<file path="src/rtl/gf_alu_seq_if.sv">
// Command/result handshake bundle for the sequential GF(2^M) ALU.
// The unit side uses the slave modport; the command source/consumer uses master.
interface gf_alu_seq_if #(
    parameter int M_C = 8
);
    logic           ing_valid;
    logic           ing_ready;
    logic [1:0]     ing_op;
    logic [M_C-1:0] ing_a;
    logic [M_C-1:0] ing_b;
    logic           egr_valid;
    logic           egr_ready;
    logic [M_C-1:0] egr_result;
    logic           egr_error;

    modport master (
        output ing_valid, ing_op, ing_a, ing_b, egr_ready,
        input  ing_ready, egr_valid, egr_result, egr_error
    );

    modport slave (
        input  ing_valid, ing_op, ing_a, ing_b, egr_ready,
        output ing_ready, egr_valid, egr_result, egr_error
    );
endinterface

</file>
<file path="src/rtl/gf_alu_seq.sv">
// Sequential GF(2^M) add/mul/div unit built around one bit-serial MSB-first multiplier.
// Division multiplies a by b^(2^M-2), formed by M-1 square-and-accumulate rounds.
module gf_alu_seq #(
    parameter int             M_C    = 8,
    parameter logic [M_C:0]   POLY_C = 9'h11D
) (
    input  logic              clk,
    input  logic              rst,
    gf_alu_seq_if.slave       bus,
    output logic              busy
);
    localparam int             CW     = (M_C > 2) ? $clog2(M_C) : 1;
    localparam logic [CW-1:0]  LAST_C = CW'(M_C - 1);

    typedef enum logic [2:0] {
        S_IDLE    = 3'd0,
        S_MUL     = 3'd1,
        S_INV_SQ  = 3'd2,
        S_INV_MUL = 3'd3,
        S_DIV_MUL = 3'd4,
        S_DONE    = 3'd5
    } state_t;

    state_t         state_q, state_d;
    logic [CW-1:0]  cnt_q, cnt_d;
    logic [CW-1:0]  i_q, i_d;
    logic [M_C-1:0] a_q, a_d;
    logic [M_C-1:0] b_q, b_d;
    logic [M_C-1:0] sq_q, sq_d;
    logic [M_C-1:0] acc_q, acc_d;
    logic [M_C-1:0] p_q, p_d;
    logic [M_C-1:0] result_q, result_d;
    logic           error_q, error_d;

    logic [M_C-1:0] mplier_s;
    logic [M_C-1:0] mcand_s;
    logic [CW-1:0]  idx_s;
    logic [M_C-1:0] p_next_s;
    logic           pass_end_s;

    // One shift-and-add step: shift p left, fold bit M back through the polynomial, add partial product.
    function automatic logic [M_C-1:0] gf_step(input logic [M_C-1:0] p,
                                               input logic [M_C-1:0] mcand,
                                               input logic           bit_in);
        logic [M_C:0] sh;
        sh = {p, 1'b0};
        if (sh[M_C]) begin
            sh = sh ^ POLY_C;
        end else begin
            sh = sh;
        end
        return sh[M_C-1:0] ^ (bit_in ? mcand : {M_C{1'b0}});
    endfunction

    // State and datapath registers.
    always_ff @(posedge clk or posedge rst) begin
        if (rst) begin
            state_q  <= S_IDLE;
            cnt_q    <= {CW{1'b0}};
            i_q      <= {CW{1'b0}};
            a_q      <= {M_C{1'b0}};
            b_q      <= {M_C{1'b0}};
            sq_q     <= {M_C{1'b0}};
            acc_q    <= {M_C{1'b0}};
            p_q      <= {M_C{1'b0}};
            result_q <= {M_C{1'b0}};
            error_q  <= 1'b0;
        end else begin
            state_q  <= state_d;
            cnt_q    <= cnt_d;
            i_q      <= i_d;
            a_q      <= a_d;
            b_q      <= b_d;
            sq_q     <= sq_d;
            acc_q    <= acc_d;
            p_q      <= p_d;
            result_q <= result_d;
            error_q  <= error_d;
        end
    end

    // Operand routing into the shared core and next-state/datapath decisions.
    always_comb begin
        state_d  = state_q;
        cnt_d    = cnt_q;
        i_d      = i_q;
        a_d      = a_q;
        b_d      = b_q;
        sq_d     = sq_q;
        acc_d    = acc_q;
        p_d      = p_q;
        result_d = result_q;
        error_d  = error_q;

        case (state_q)
            S_INV_SQ: begin
                mplier_s = sq_q;
                mcand_s  = sq_q;
            end
            S_INV_MUL: begin
                mplier_s = acc_q;
                mcand_s  = sq_q;
            end
            S_DIV_MUL: begin
                mplier_s = a_q;
                mcand_s  = acc_q;
            end
            default: begin
                mplier_s = a_q;
                mcand_s  = b_q;
            end
        endcase

        idx_s      = LAST_C - cnt_q;
        p_next_s   = gf_step(p_q, mcand_s, mplier_s[idx_s]);
        pass_end_s = (cnt_q == LAST_C);

        case (state_q)
            S_IDLE: begin
                if (bus.ing_valid) begin
                    a_d   = bus.ing_a;
                    b_d   = bus.ing_b;
                    cnt_d = {CW{1'b0}};
                    p_d   = {M_C{1'b0}};
                    case (bus.ing_op)
                        2'b00: begin
                            result_d = bus.ing_a ^ bus.ing_b;
                            error_d  = 1'b0;
                            state_d  = S_DONE;
                        end
                        2'b01: begin
                            state_d = S_MUL;
                        end
                        2'b10: begin
                            if (bus.ing_b == {M_C{1'b0}}) begin
                                result_d = {M_C{1'b0}};
                                error_d  = 1'b1;
                                state_d  = S_DONE;
                            end else begin
                                sq_d    = bus.ing_b;
                                acc_d   = {{(M_C-1){1'b0}}, 1'b1};
                                i_d     = {{(CW-1){1'b0}}, 1'b1};
                                state_d = S_INV_SQ;
                            end
                        end
                        default: begin
                            result_d = {M_C{1'b0}};
                            error_d  = 1'b1;
                            state_d  = S_DONE;
                        end
                    endcase
                end else begin
                    state_d = S_IDLE;
                end
            end
            S_MUL, S_INV_SQ, S_INV_MUL, S_DIV_MUL: begin
                if (pass_end_s) begin
                    cnt_d = {CW{1'b0}};
                    p_d   = {M_C{1'b0}};
                    case (state_q)
                        S_INV_SQ: begin
                            sq_d    = p_next_s;
                            state_d = S_INV_MUL;
                        end
                        S_INV_MUL: begin
                            acc_d = p_next_s;
                            if (i_q == LAST_C) begin
                                state_d = S_DIV_MUL;
                            end else begin
                                i_d     = i_q + {{(CW-1){1'b0}}, 1'b1};
                                state_d = S_INV_SQ;
                            end
                        end
                        default: begin
                            result_d = p_next_s;
                            error_d  = 1'b0;
                            state_d  = S_DONE;
                        end
                    endcase
                end else begin
                    p_d   = p_next_s;
                    cnt_d = cnt_q + {{(CW-1){1'b0}}, 1'b1};
                end
            end
            S_DONE: begin
                if (bus.egr_ready) begin
                    state_d = S_IDLE;
                end else begin
                    state_d = S_DONE;
                end
            end
            default: begin
                state_d = S_IDLE;
            end
        endcase
    end

    assign bus.ing_ready  = (state_q == S_IDLE);
    assign bus.egr_valid  = (state_q == S_DONE);
    assign bus.egr_result = result_q;
    assign bus.egr_error  = error_q;
    assign busy           = (state_q != S_IDLE);
endmodule

</file>
<file path="src/flat_wrapper.sv">
// flat-port wrapper written by rule: the top's interface ports become plain ports
module gf_alu_seq_flat 
#(
    parameter int             M_C    = 8,
    parameter logic [M_C:0]   POLY_C = 9'h11D
)
  (clk, rst, busy, bus_ing_valid, bus_ing_op, bus_ing_a, bus_ing_b, bus_egr_ready, bus_ing_ready, bus_egr_valid, bus_egr_result, bus_egr_error);
  gf_alu_seq_if #(.M_C(M_C)) bus_i ();
  input  logic clk;
  input  logic rst;
  output logic busy;
  input wire logic [$bits(bus_i.ing_valid)-1:0] bus_ing_valid;
  input wire logic [$bits(bus_i.ing_op)-1:0] bus_ing_op;
  input wire logic [$bits(bus_i.ing_a)-1:0] bus_ing_a;
  input wire logic [$bits(bus_i.ing_b)-1:0] bus_ing_b;
  input wire logic [$bits(bus_i.egr_ready)-1:0] bus_egr_ready;
  output wire logic [$bits(bus_i.ing_ready)-1:0] bus_ing_ready;
  output wire logic [$bits(bus_i.egr_valid)-1:0] bus_egr_valid;
  output wire logic [$bits(bus_i.egr_result)-1:0] bus_egr_result;
  output wire logic [$bits(bus_i.egr_error)-1:0] bus_egr_error;
  assign bus_i.ing_valid = bus_ing_valid;
  assign bus_i.ing_op = bus_ing_op;
  assign bus_i.ing_a = bus_ing_a;
  assign bus_i.ing_b = bus_ing_b;
  assign bus_i.egr_ready = bus_egr_ready;
  assign bus_ing_ready = bus_i.ing_ready;
  assign bus_egr_valid = bus_i.egr_valid;
  assign bus_egr_result = bus_i.egr_result;
  assign bus_egr_error = bus_i.egr_error;
  gf_alu_seq #(.M_C(M_C), .POLY_C(POLY_C)) u_core (.clk(clk), .rst(rst), .bus(bus_i), .busy(busy));
endmodule
</file>
<file path="config.mk">
export PLATFORM = sky130hd
export DESIGN_NAME = gf_alu_seq_flat
export DESIGN_NICKNAME = d
export VERILOG_FILES = /design/src/rtl/gf_alu_seq_if.sv /design/src/rtl/gf_alu_seq.sv /design/src/flat_wrapper.sv
export SDC_FILE = /design/constraint.sdc
export NUM_CORES = 1
export LEC_CHECK = 0
export BUFFER_PORTS_ARGS = -buffer_cell sky130_fd_sc_hd__buf_2
export CORE_ASPECT_RATIO = 1.1
export CORE_MARGIN = 1.5
export CORE_UTILIZATION = 25
export CTS_BUF_LIST = sky130_fd_sc_hd__clkbuf_8
export DETAILED_ROUTE_END_ITERATION = 8
export PLACE_DENSITY = 0.41
export RECOVER_POWER = 100
export REMOVE_ABC_BUFFERS = 1
export SYNTH_ARGS = -nofsm -noshare
export SYNTH_HDL_FRONTEND = slang
export SYNTH_SLANG_ARGS = --single-unit
</file>
<file path="constraint.sdc">
create_clock -name clk -period 3.08 [get_ports clk]
set_input_delay 0.154 -clock clk [delete_from_list [all_inputs] [get_ports clk]]
set_output_delay 0.154 -clock clk [all_outputs]
set_load 0.1 [all_outputs]
</file>
==> results_dict.tcl <==
set metrics [dict create \
    antenna_found_initial 0 \
    p_int_uw 2620 \
    relSlewSlack -0.0101 \
    critPathSlowestCell "a221o_1" \
    syn_inst 356 \
    post_cts.repair.setup_buffers 0 \
    worst-r2r-setup-slack_ns 0.25 \
    insertedDiodeCount 0 \
    die_x_um 117 \
    cap_violations 1 \
    globalplace.congestion 0.756 \
    peakVddDrop_mv 0.462 \
    firstDrtPassIters 4 \
    setup-violations-final 0 \
    drt-wirelength-per-cell_um 19.2 \
    seq_power_share 0.268 \
    final_antenna_net_count 0 \
    die_height_um 129 \
    path_buf_inv 0 \
    nFillCells 1490 \
    stdcell_area_um2 4090 \
    grt_max_degree 59 \
    synth_cell_type_count 60 \
    drcViolationCount 0 \
    endpoint_kind "register" \
    fin_util 0.294 \
    finalClockSkew_ns 0.00696 \
    drt_iter0_drc 147 \
    area_growth_pct 13.7 \
    vias_per_cell 4.92 \
    combPwrFrac 0.600 \
    min_period_over_period 0.917 \
    violations "max-capacitance violations, max-slew violations" \
    cts_resized 0 \
    rsz0062_at_grt "false" \
    ys.flop_type "dfrtp_1" \
    postCtsHoldBufs 0 \
    grt-ovfl-total 0 \
    port-buffer-count 33 \
    power_switching_uw 2800 \
    p_sw_frac 0.517 \
    leakage_uw 0.00171 \
    cts_tree "built" \
    slew_viol_final 59 \
    p_per_area_nw_per_um2 1330 \
    cts_made_buffers 9 \
    drive_gt1_frac 0.216 \
    clock_latency_ns 0.33 \
    cp_max_fo 15 \
    pin_count 34 \
    grt_pass1_vias 2907 \
    required_ns 3.29 \
    cts.sinks 58 \
    worstMarginPinSlew_ns 1.52 \
    yosysWarnings 0 \
    fmax_ghz 0.354 \
    core_area_um2 13900 \
    min_period_ns 2.83 \
    synth-seq-cells 58 \
    path_clk_slew_ns 0.07 \
    cts_buffer_depth 2 \
    grtUsageTotal 0.152 \
    dieArea_um2 15100 \
    critPathMaxStageDelay_ns 0.64 \
    rows 45 \
    syn_area_per_cell_um2 10.1 \
    hold_violations 0 \
    synth-edff-count 0 \
    num_vias 2865 \
    cp-start-kind "register" \
    synth-async-reset-ratio 1.00 \
    outcome "finished, violations left" \
    drt-total-wl_um 11200 \
    holdCritPathClass "in -> reg" \
    start_util 0.258 \
    dp.final_hpwl_um 7790 \
    grt_pass1_wl_um 17100 \
    cp.arrival_ns 3.03 \
    clkPwrFrac 0.132 \
    htree_levels 3 \
    clockRootBuffer "clkbuf_8" \
    postPlaceCellArea_um2 3980 \
    ys_seq_area_frac 0.404 \
    nNetsFinal 420 \
    cp_top_family "compound AO/OA/AOI/OAI gates" \
    crit_type "reg -> reg" \
    cp_cell_sequence "nor2b_1, mux4_2, a221o_1, and4_1, o21ai_0, a21oi_2" \
    syn_area_um2 3590 \
]
==> Yosys cell counts, types with 7 or more instances <==
cell | n | share of area
nor2b_1 | 11 | 0.019
o21ai_1 | 12 | 0.017
nand3_1 | 8 | 0.011
dfrtp_1 | 58 | 0.40
clkbuf_1 | 13 | 0.014
nor2_1 | 18 | 0.019
a31oi_1 | 12 | 0.021
a211oi_1 | 12 | 0.025
mux2_2 | 17 | 0.053
o21ai_0 | 10 | 0.014
mux2i_1 | 15 | 0.042
ha_1 | 7 | 0.024
nand2_1 | 26 | 0.027
xor2_1 | 8 | 0.019
a21oi_1 | 14 | 0.019
inv_1 | 22 | 0.023
==> cells by family after synthesis <==
family                     synth area share
AOI/OAI and AO/OA                     0.221
xor gates and xnor gates             0.0345
adders and majority gates            0.0244
buffers and inverters                0.0567
DFF                                   0.404
muxes                                 0.116
and+or+nand+nor                       0.144
==> per-layer routing <==
layer / vias to the layer above / share of wire / track usage / wire, um
li1: 1362 / - / - / -
met1: 1422 / 0.46 / 0.195 / 5110
met2: 64 / 0.48 / 0.263 / 5370
met3: 17 / 0.042 / 0.0213 / 471
met4: 0 / 0.019 / 0.0523 / 215
met5: - / 0 / 0 / 0
==> through the flow <==
stage | instances | hold slack, ns | power, uW | setup slack (ns) | setup TNS [ns]
finish | 582 | 0.0588 | 5420 | 0.255 | 0
detailed placement | 568 | 0.406 | 4920 | 0.337 | 0
global placement | 568 | 0.402 | 4920 | 0.312 | 0
global route | 582 | 0.0592 | 5810 | 0.0785 | 0
CTS | 582 | 0.0474 | 5660 | 0.327 | 0
floorplan | 333 | 0.271 | 3960 | -0.222 | -0.511
==> power by group through the flow <==
stage	logic, uW	registers [uW]	clock network, uW
2_1_floorplan	2120	1850	0
4_1_cts	3460	1460	736
6_report	3250	1450	718
5_1_grt	3540	1500	766
3_5_place_dp	3450	1470	0
3_3_place_gp	3460	1470	0
==> layout make-up <==
class                           instances  area, um^2  share of cell area
Multi-Input combinational cell        252        1880               0.459
Sequential cell                        58        1450               0.355
Timing Repair Buffer                   47         246              0.0603
Tap cell                              188         235              0.0575
Clock buffer                           11         151              0.0370
Inverter                               23        86.3              0.0211
Clock inverter                          3        40.0             0.00979
==> worst min-delay path, cell delays in order <==
cell and delay, ns:
buf_2 0.09, nand2_1 0.05, o21ai_0 0.06
==> worst paths after layout <==
path / from / endpoint / cells past startpoint
max: u_core.state_q[2] / u_core.bus.egr_result[6] / 6
min: bus_ing_a[3] / u_core.a_q[3] / 3
max reg2reg: u_core.state_q[2] / u_core.bus.egr_result[6] / 6
min reg2reg: u_core.i_q[0] / u_core.i_q[0] / 1
max in group asynchronous: rst / u_core.b_q[7] / 3
min in group asynchronous: rst / u_core.bus.egr_result[3] / 3
==> flip-flops by register name, indices dropped and copies added, names as in the netlist, 3 cells and up <==
name	cells
u_core.a_q	8
u_core.acc_q	8
u_core.b_q	8
u_core.bus.egr_result	8
u_core.cnt_q	3
u_core.i_q	3
u_core.p_q	8
u_core.sq_q	8
u_core.state_q	3
==> cells in the final DEF (no fill, tap or decap), drive strengths merged, types with 3 or more instances in the layout <==
cell type,Yosys,final
dfrtp,58,58
buf,10,32
nand2,26,26
o21ai,26,26
clkbuf,13,26
inv,23,23
nor2,23,23
mux2,19,19
a21oi,18,18
a31oi,16,16
mux2i,15,15
a211oi,12,12
nor2b,11,11
xor2,9,9
nand3,9,9
ha,7,7
nand3b,5,5
a22o,5,5
o221ai,5,5
nand2b,4,4
and4,4,4
a221oi,4,4
and2,4,4
xnor2,3,3
nand4,3,3
Note: power is estimated with default switching activity, not from simulation.
